### config.mk
export PLATFORM = sky130hd
export DESIGN_NAME = strand_consensus
export DESIGN_NICKNAME = d
export VERILOG_FILES = /design/src/rtl/strand_consensus.sv
export SDC_FILE = /design/constraint.sdc
export NUM_CORES = 1
export LEC_CHECK = 0
export ABC_AREA = 1
export CORE_MARGIN = 2
export CORE_UTILIZATION = 55
export CTS_CLUSTER_DIAMETER = 150
export DETAILED_ROUTE_END_ITERATION = 8
export PLACE_DENSITY = 0.73
export SLEW_MARGIN = 20
export SYNTH_ARGS = -nofsm -noshare
export SYNTH_HDL_FRONTEND = slang
export SYNTH_SLANG_ARGS = --single-unit
### constraint.sdc
create_clock -name clk -period 6.42 [get_ports clk]
set_clock_uncertainty 0.1 [all_clocks]
set_input_delay 0.642 -clock clk [delete_from_list [all_inputs] [get_ports clk]]
set_output_delay 0.642 -clock clk [all_outputs]
set_load 0.05 [all_outputs]
### src/rtl/strand_consensus.sv
// strand_consensus: per-position majority vote over N noisy strand reads, one symbol per beat
// Optional CONSENSUS_ERASURE_EN adds sym_erase: erased beats advance position but cast no vote
module strand_consensus #(
  parameter int N_SYM = 10,
  parameter int A = 4,
  parameter int MAX_STRANDS = 16,
  localparam int SYM_W = $clog2(A),
  localparam int CNT_W = $clog2(MAX_STRANDS + 1),
  localparam int POS_W = $clog2(N_SYM)
) (
  input  logic                   clk,
  input  logic                   rst_n,
  input  logic                   start,
  input  logic [CNT_W-1:0]       num_of_strands,
  input  logic                   sym_valid,
  input  logic [SYM_W-1:0]       sym_in,
`ifdef CONSENSUS_ERASURE_EN
  input  logic                   sym_erase,
`endif
  output logic                   sym_ready,
  output logic                   out_valid,
  input  logic                   out_ready,
  output logic [N_SYM*SYM_W-1:0] consensus,
  output logic [N_SYM-1:0]       reliable,
  output logic                   busy,
  output logic                   err
);
  typedef enum logic [1:0] {IDLE, COLLECT, DECIDE, OUT} state_t;
  state_t state, state_d;
  logic [CNT_W-1:0] vote [N_SYM][A];
  logic [POS_W-1:0] pos;
  logic [CNT_W-1:0] scnt, n_lat, best_c;
  logic [SYM_W-1:0] best_s;
  logic ok, beat, cast, wrap, last;
  assign ok = num_of_strands != '0 && num_of_strands <= CNT_W'(MAX_STRANDS);
  assign beat = sym_valid && sym_ready;
`ifdef CONSENSUS_ERASURE_EN
  assign cast = beat && !sym_erase;
`else
  assign cast = beat;
`endif
  assign wrap = pos == POS_W'(N_SYM - 1);
  assign last = wrap && scnt == n_lat - 1'b1;
  assign sym_ready = state == COLLECT;
  assign out_valid = state == OUT;
  assign busy = state != IDLE;
  // strict > keeps the lowest symbol on ties
  always_comb begin
    best_c = vote[pos][0];
    best_s = '0;
    for (int s = 1; s < A; s++)
      if (vote[pos][s] > best_c) begin
        best_c = vote[pos][s];
        best_s = SYM_W'(s);
      end
  end
  always_comb begin
    state_d = state;
    case (state)
      IDLE:    state_d = start && ok ? COLLECT : IDLE;
      COLLECT: state_d = beat && last ? DECIDE : COLLECT;
      DECIDE:  state_d = wrap ? OUT : DECIDE;
      OUT:     state_d = out_ready ? IDLE : OUT;
    endcase
  end
  always_ff @(posedge clk or negedge rst_n)
    if (!rst_n) state <= IDLE;
    else state <= state_d;
  always_ff @(posedge clk or negedge rst_n)
    if (!rst_n) begin
      for (int p = 0; p < N_SYM; p++)
        for (int s = 0; s < A; s++)
          vote[p][s] <= '0;
      pos <= '0;
      scnt <= '0;
      n_lat <= '0;
      consensus <= '0;
      reliable <= '0;
      err <= 1'b0;
    end else begin
      err <= state == IDLE && start && !ok;
      if (state == IDLE && start && ok) begin
        for (int p = 0; p < N_SYM; p++)
          for (int s = 0; s < A; s++)
            vote[p][s] <= '0;
        pos <= '0;
        scnt <= '0;
        n_lat <= num_of_strands;
      end
      if (cast) vote[pos][sym_in] <= vote[pos][sym_in] + 1'b1;
      if (beat) begin
        pos <= wrap ? '0 : pos + 1'b1;
        if (wrap) scnt <= scnt + 1'b1;
      end
      // the final beat leaves pos at 0, so DECIDE sweeps positions 0..N_SYM-1
      if (state == DECIDE) begin
        consensus[pos*SYM_W +: SYM_W] <= best_s;
        reliable[pos] <= {best_c, 1'b0} > {1'b0, n_lat};
        pos <= wrap ? '0 : pos + 1'b1;
      end
    end
endmodule

==> flow_metrics.tcl, run 1 <==
set metrics [dict create \
    status "complete, no violations" \
    post_route_cells_drive_above_1_share_pct 6.22 \
    clock_tree_from_tritoncts "yes" \
    grt_util_all_layers_pct 28.4 \
    synth_top_cells_by_count "422 x nand2_1, 339 x nand3_1, 247 x dfrtp_1" \
    crit_fanout 28 \
    ys_seq_elements 247 \
    synth_cells 1782 \
    share_of_the_synthesized_area_in_compound_gates_ao_oa_aoi_oai_pct 9.09 \
    synth_warnings 0 \
    post_dp_cell_area_um2 13900 \
    gpl.final_weighted_congestion 0.974 \
    cts.clk_slew.worst_paths_ns 0.06 \
    fp.dieH_um 160 \
    post_synth_mux_area_share_pct 0.656 \
    finish.instance_area_um2 15000 \
    antenna_found_initial 0 \
    cp_common_cell "nand2_1" \
    critPathArrivalTime_ns 6.16 \
    preCtsSetupSlack_ns 0.0450 \
    dominant_combinational_cell_family_by_area_after_synthesis "simple AND/OR/NAND/NOR gates" \
    flow.area_growth_from_synthesis_pct 12.2 \
    placement.io_buffers 45 \
    critPathRequiredTime_ns 6.74 \
    first_global_vias 11600 \
    post_synth_xor_area_fraction_pct 0.928 \
    synthDominantCellAreaShare_pct 46.3 \
    synth_cell_types 37 \
    slowest_stage "dfrtp_2" \
    main_flop_type_after_synthesis "dfrtp_1" \
    first_pass_grt_wire_length_um 59300 \
    dpl.hpwl_um 23400 \
    row_count 57 \
    synth.top_cells.by_area "dfrtp_1 46%, nand3_1 13%, nand2_1 12%, o21ai_0 5.7%, nor2_1 5.2%" \
    cts_htree_levels 1 \
    worst_hold_startpoint "consensus[18]" \
    antenna_left 0 \
    vias_per_cell 5.66 \
    post_synth_fa_ha_maj_area_fraction_pct 2.53 \
    synth-simple-area-share_pct 31.8 \
    diodes 0 \
    initial_core_util_pct 55.4 \
    hold_class "reg -> reg" \
    final_period_minus_worst_setup_slack_ns 5.84 \
    slew_headroom_pct 26.6 \
    drt_first_pass_iters 5 \
    final.period_utilization_pct 91.0 \
    final.setup.worst_slack_ns 0.578 \
    cts_num_sinks 247 \
    timing.critical_path.slowest_cell_delay_ns 0.48 \
    clock_tree.buffer_depth 3 \
    synth_seq_area_share_pct 46.3 \
    netlist_area_um2 13400 \
    slew_limit_fails 0 \
    synth.most_common_cell "nand2_1" \
    die-width_um 160 \
    setup_viol 0 \
    routedWlPerCell_um 16.9 \
    synth_nets 1821 \
    fin_tns_setup_ns 0 \
    coreArea_um2 24100 \
    clk-insertion-delay-late_ns 0.55 \
    synth-edff-count 0 \
    fmax_mhz 171 \
    synth_top_area_cell "dfrtp_1" \
    worst_setup_path_startpoint "pos[0]" \
    grt.overflow.total 0 \
    worstSetupEndpointType "register" \
    worst-slew-pin-transition_ns 1.10 \
    asyncSetResetFlopFracSynth_pct 100 \
    drtIter0Drc 1229 \
    worstSetupPathType "reg -> reg" \
    detail_route.drc_violations 0 \
    critPathLaunchType "register" \
    syn-mean-instance-area_um2 7.49 \
    dr_total_vias 12100 \
    grt_max_degree 130 \
    cts_root_buf "clkbuf_16" \
    floorplan.io_pins 46 \
    finalHoldViolCount 0 \
    fp.dieArea_um2 25500 \
    detailed_route_wire_length_um 36300 \
    tritoncts.num_buffers 28 \
    critical_path.reg2reg.startpoint "pos[0]" \
    final_nets 1835 \
    timing.max_cap.violations 0 \
]
path summary, 6_finish.rpt:
kind | endpoint | slack (ns) | depth (start not counted)
max | reliable[4] | 0.58 | 39
min | consensus[18] | 0.38 | 2
max reg2reg | reliable[4] | 0.58 | 39
min reg2reg | consensus[18] | 0.38 | 2
max in group asynchronous | vote[33] | 4.75 | 3
min in group asynchronous | vote[85] | 0.47 | 2
kinds of logic after synthesis:
kind of cell,count (synthesis)
AO/OA/AOI/OAI,238
XOR/XNOR,12
multiplexers,8
AND/OR/NAND/NOR,985
adder cells (fa/ha/maj),27
flip-flops,247
buffers and inverters,265
metrics by stage:
stage                     instances  hold WS (ns)  utilization (%)
after floorplan                1782         0.246                -
after global placement         2085         0.370             57.7
after detailed placement       2085         0.374             57.7
after CTS                      2136         0.146             61.5
after global routing           2141         0.412             62.1
final                          2141         0.384             62.1
cell type report:
cell class                      instances  area (um2)
Timing Repair Buffer                   73         767
Tap cell                              324         405
Fill cell                            2169        9130
Clock inverter                          8        47.5
Clock buffer                           43         868
Sequential cell                       247        6180
Inverter                              176         671
Multi-Input combinational cell       1270        6040
registers in the layout (all words and copies together) (netlist names):
signal     flops
consensus     20
err            1
n_lat          5
pos            4
reliable      10
scnt           5
state          2
vote         200
worst max-delay path: cells and delay by family (launching register included):
family                     cells  cell delay, ns
adders and majority gates      4            1.19
and+or+nand+nor               19            1.84
buffers and inverters          6            0.77
DFF                            1            0.48
AOI/OAI and AO/OA             10            1.34
per-layer routing:
metal,up-vias,wire (um),track usage (%)
met4,0,1450,9.75
met5,-,0,0
met1,5751,15600,39.4
met2,446,16500,45.8
li1,5832,-,-
met3,92,2700,4.36
timing repair:
item                                   4_1_cts  5_1_grt
endpoints found under the hold margin        0       40
hold buffers                                 0        1
setup endpoints to repair                    0       16
gates resized for setup                      0       25
buffers inserted                             0        1
cell usage in the layout (no fill, tap or decap), types with 4 or more instances in the layout:
master and count:
nand2_1 420, inv_1 166, o21a_1 5, mux2_2 6, nand3_2 4, nor2_1 183
nand2_2 6, ha_1 27, clkinv_1 4, nand3_1 338, o21ai_1 54, clkbuf_1 5
clkbuf_8 9, clkinv_2 5, a21oi_1 26, nor3_1 5, buf_4 20, dfrtp_1 245
clkdlybuf4s50_1 44, o21ai_0 146, clkbuf_16 31, or2_2 4, nand4_1 11, xnor2_1 8
Power of run 1 is left out: the tool's default activity adds up to more than one toggle a clock period on the data nets, which glitch-free logic cannot reach.
==> inputs of run 2 (changes only) <==
- HOLD_SLACK_MARGIN: default -> 0.15
==> run 2 against run 1 <==
  * Register-to-register slack got worse by 0.03 ns
  * Non-clock buffer count down 1
  * Via count about the same
  * Critical path type unchanged
  * Largest cell class unchanged
==> flow_metrics.tcl, run 2 (synthesis gave the netlist of run 1 again) <==
set metrics [dict create \
    status "complete, no violations" \
    layout.area.seq_um2 6180 \
    timing.max_cap.violations 0 \
    first_pass_grt_wire_length_um 59300 \
    tritoncts.num_buffers 28 \
    multiInputGateArea_um2 6040 \
    placed_cells 2085 \
    dr_total_vias 12100 \
    worst-slew-pin-transition_ns 1.12 \
    largest_register_ffs 200 \
    first_global_vias 11600 \
    diodes 0 \
    post_route_cells_drive_above_1_share_pct 6.17 \
    post_dp_cell_area_um2 13900 \
    finish.instance_area_um2 15000 \
    worstReg2RegEnd "reliable[4]" \
    routedWlPerCell_um 17.0 \
    flow.area_growth_from_synthesis_pct 12.0 \
    final.period_utilization_pct 91.5 \
    slowest_stage "dfrtp_2" \
    critical_path.reg2reg.startpoint "pos[0]" \
    cts_htree_levels 1 \
    timing.critical_path.slowest_cell_delay_ns 0.48 \
    hold-path-endpoint "consensus[18]" \
    initial_core_util_pct 55.4 \
    fmax_mhz 170 \
    regMostFlops "vote" \
    vias_per_cell 5.66 \
    worst_setup_path_startpoint "pos[0]" \
    critPathArrivalTime_ns 6.19 \
    whs_ns 0.384 \
    cts_root_buf "clkbuf_16" \
    drt_first_pass_iters 8 \
    placement.io_buffers 45 \
    r2r_setup_slk_ns 0.55 \
    ff2ff_path_depth 39 \
    cp_common_cell "nand2_1" \
    detail_route.drc_violations 0 \
    cts.clk_slew.worst_paths_ns 0.06 \
    grt_util_all_layers_pct 28.4 \
    slew_limit_fails 0 \
    mostFrequentLayoutCells "420 x nand2_1, 338 x nand3_1, 245 x dfrtp_1" \
    coreArea_um2 24100 \
    fp.dieArea_um2 25500 \
    worstSetupEndpointType "register" \
    dpl.hpwl_um 23400 \
    reg_top3 "vote (200), consensus (20), reliable (10)" \
    clock_tree.buffer_depth 3 \
    hold_class "reg -> reg" \
    worst_hold_startpoint "consensus[18]" \
    finalNonFillerCells 2140 \
    critPathRequiredTime_ns 6.74 \
    floorplan.io_pins 46 \
    cts_num_sinks 247 \
    clk-insertion-delay-late_ns 0.55 \
    finish.utilization_pct 62.0 \
    finalHoldViolCount 0 \
    grt.overflow.total 0 \
    crit_fanout 28 \
    gpl.final_weighted_congestion 0.974 \
    antenna_left 0 \
    final_period_minus_worst_setup_slack_ns 5.87 \
    detailed_route_wire_length_um 36400 \
    setup_viol 0 \
    row_count 57 \
    clock_tree_from_tritoncts "yes" \
    worst_hold_path.num_cells 2 \
    slew_headroom_pct 25.0 \
    die-width_um 160 \
    nFillCells 2173 \
    fp.dieH_um 160 \
    grt_max_degree 130 \
    critPathLaunchType "register" \
    layout_commonest_cell "nand2_1" \
    final_nets 1834 \
    antenna_found_initial 0 \
    drtIter0Drc 1247 \
    worstSetupPathType "reg -> reg" \
]
run 2: changes by cell type in the layout (fill, tap and decap cells not counted), sizes merged:
cell	delta
buf	-1
run 2: worst max-delay path by stage:
stage	to	slack (ns)
floorplan	reliable[4]	0.76
global placement	reliable[4]	0.20
detailed placement	reliable[4]	0.05
CTS	reliable[4]	0.01
global route	reliable[4]	-0.02
finish	reliable[4]	0.55
run 2: cell type report:
class	instances	share of cell area [%]
flip-flops and latches	247	41.4
multi-input cells	1270	40.4
clock inverters	8	0.318
well taps	324	2.71
inverters	176	4.49
clock buffers	43	5.81
repair buffers	72	4.95
run 2: what timing repair did:
| action | 4_1_cts | 5_1_grt |
|---|---|---|
| buffers inserted | 0 | 1 |
| hold endpoints to repair | 2 | 0 |
| resized for setup | 0 | 25 |
| setup endpoints to repair | 0 | 16 |
| hold buffers | 1 | 0 |
run 2: critical path: cells and delay by family, from the launching register on:
kind / cells / cell delay, ns
flip-flops: 1 / 0.48
AND/OR/NAND/NOR: 19 / 1.85
adder cells (fa/ha/maj): 4 / 1.18
AO/OA/AOI/OAI: 10 / 1.36
buffers and inverters: 6 / 0.77
run 2: per-layer routing:
layer,track usage (%),wire (um),vias to the layer above
li1,-,-,5834
met1,39.4,16000,5758
met2,45.8,16600,426
met3,4.34,2430,94
met4,9.75,1380,0
met5,0,0,-
run 2: metrics by stage:
step           TNS [ns]  setup slack [ns]
6_report              0             0.547
5_1_grt         -0.0196           -0.0196
4_1_cts               0            0.0135
3_5_place_dp          0            0.0450
3_3_place_gp          0             0.199
2_1_floorplan         0             0.757
Power of run 2 is left out for the same reason.
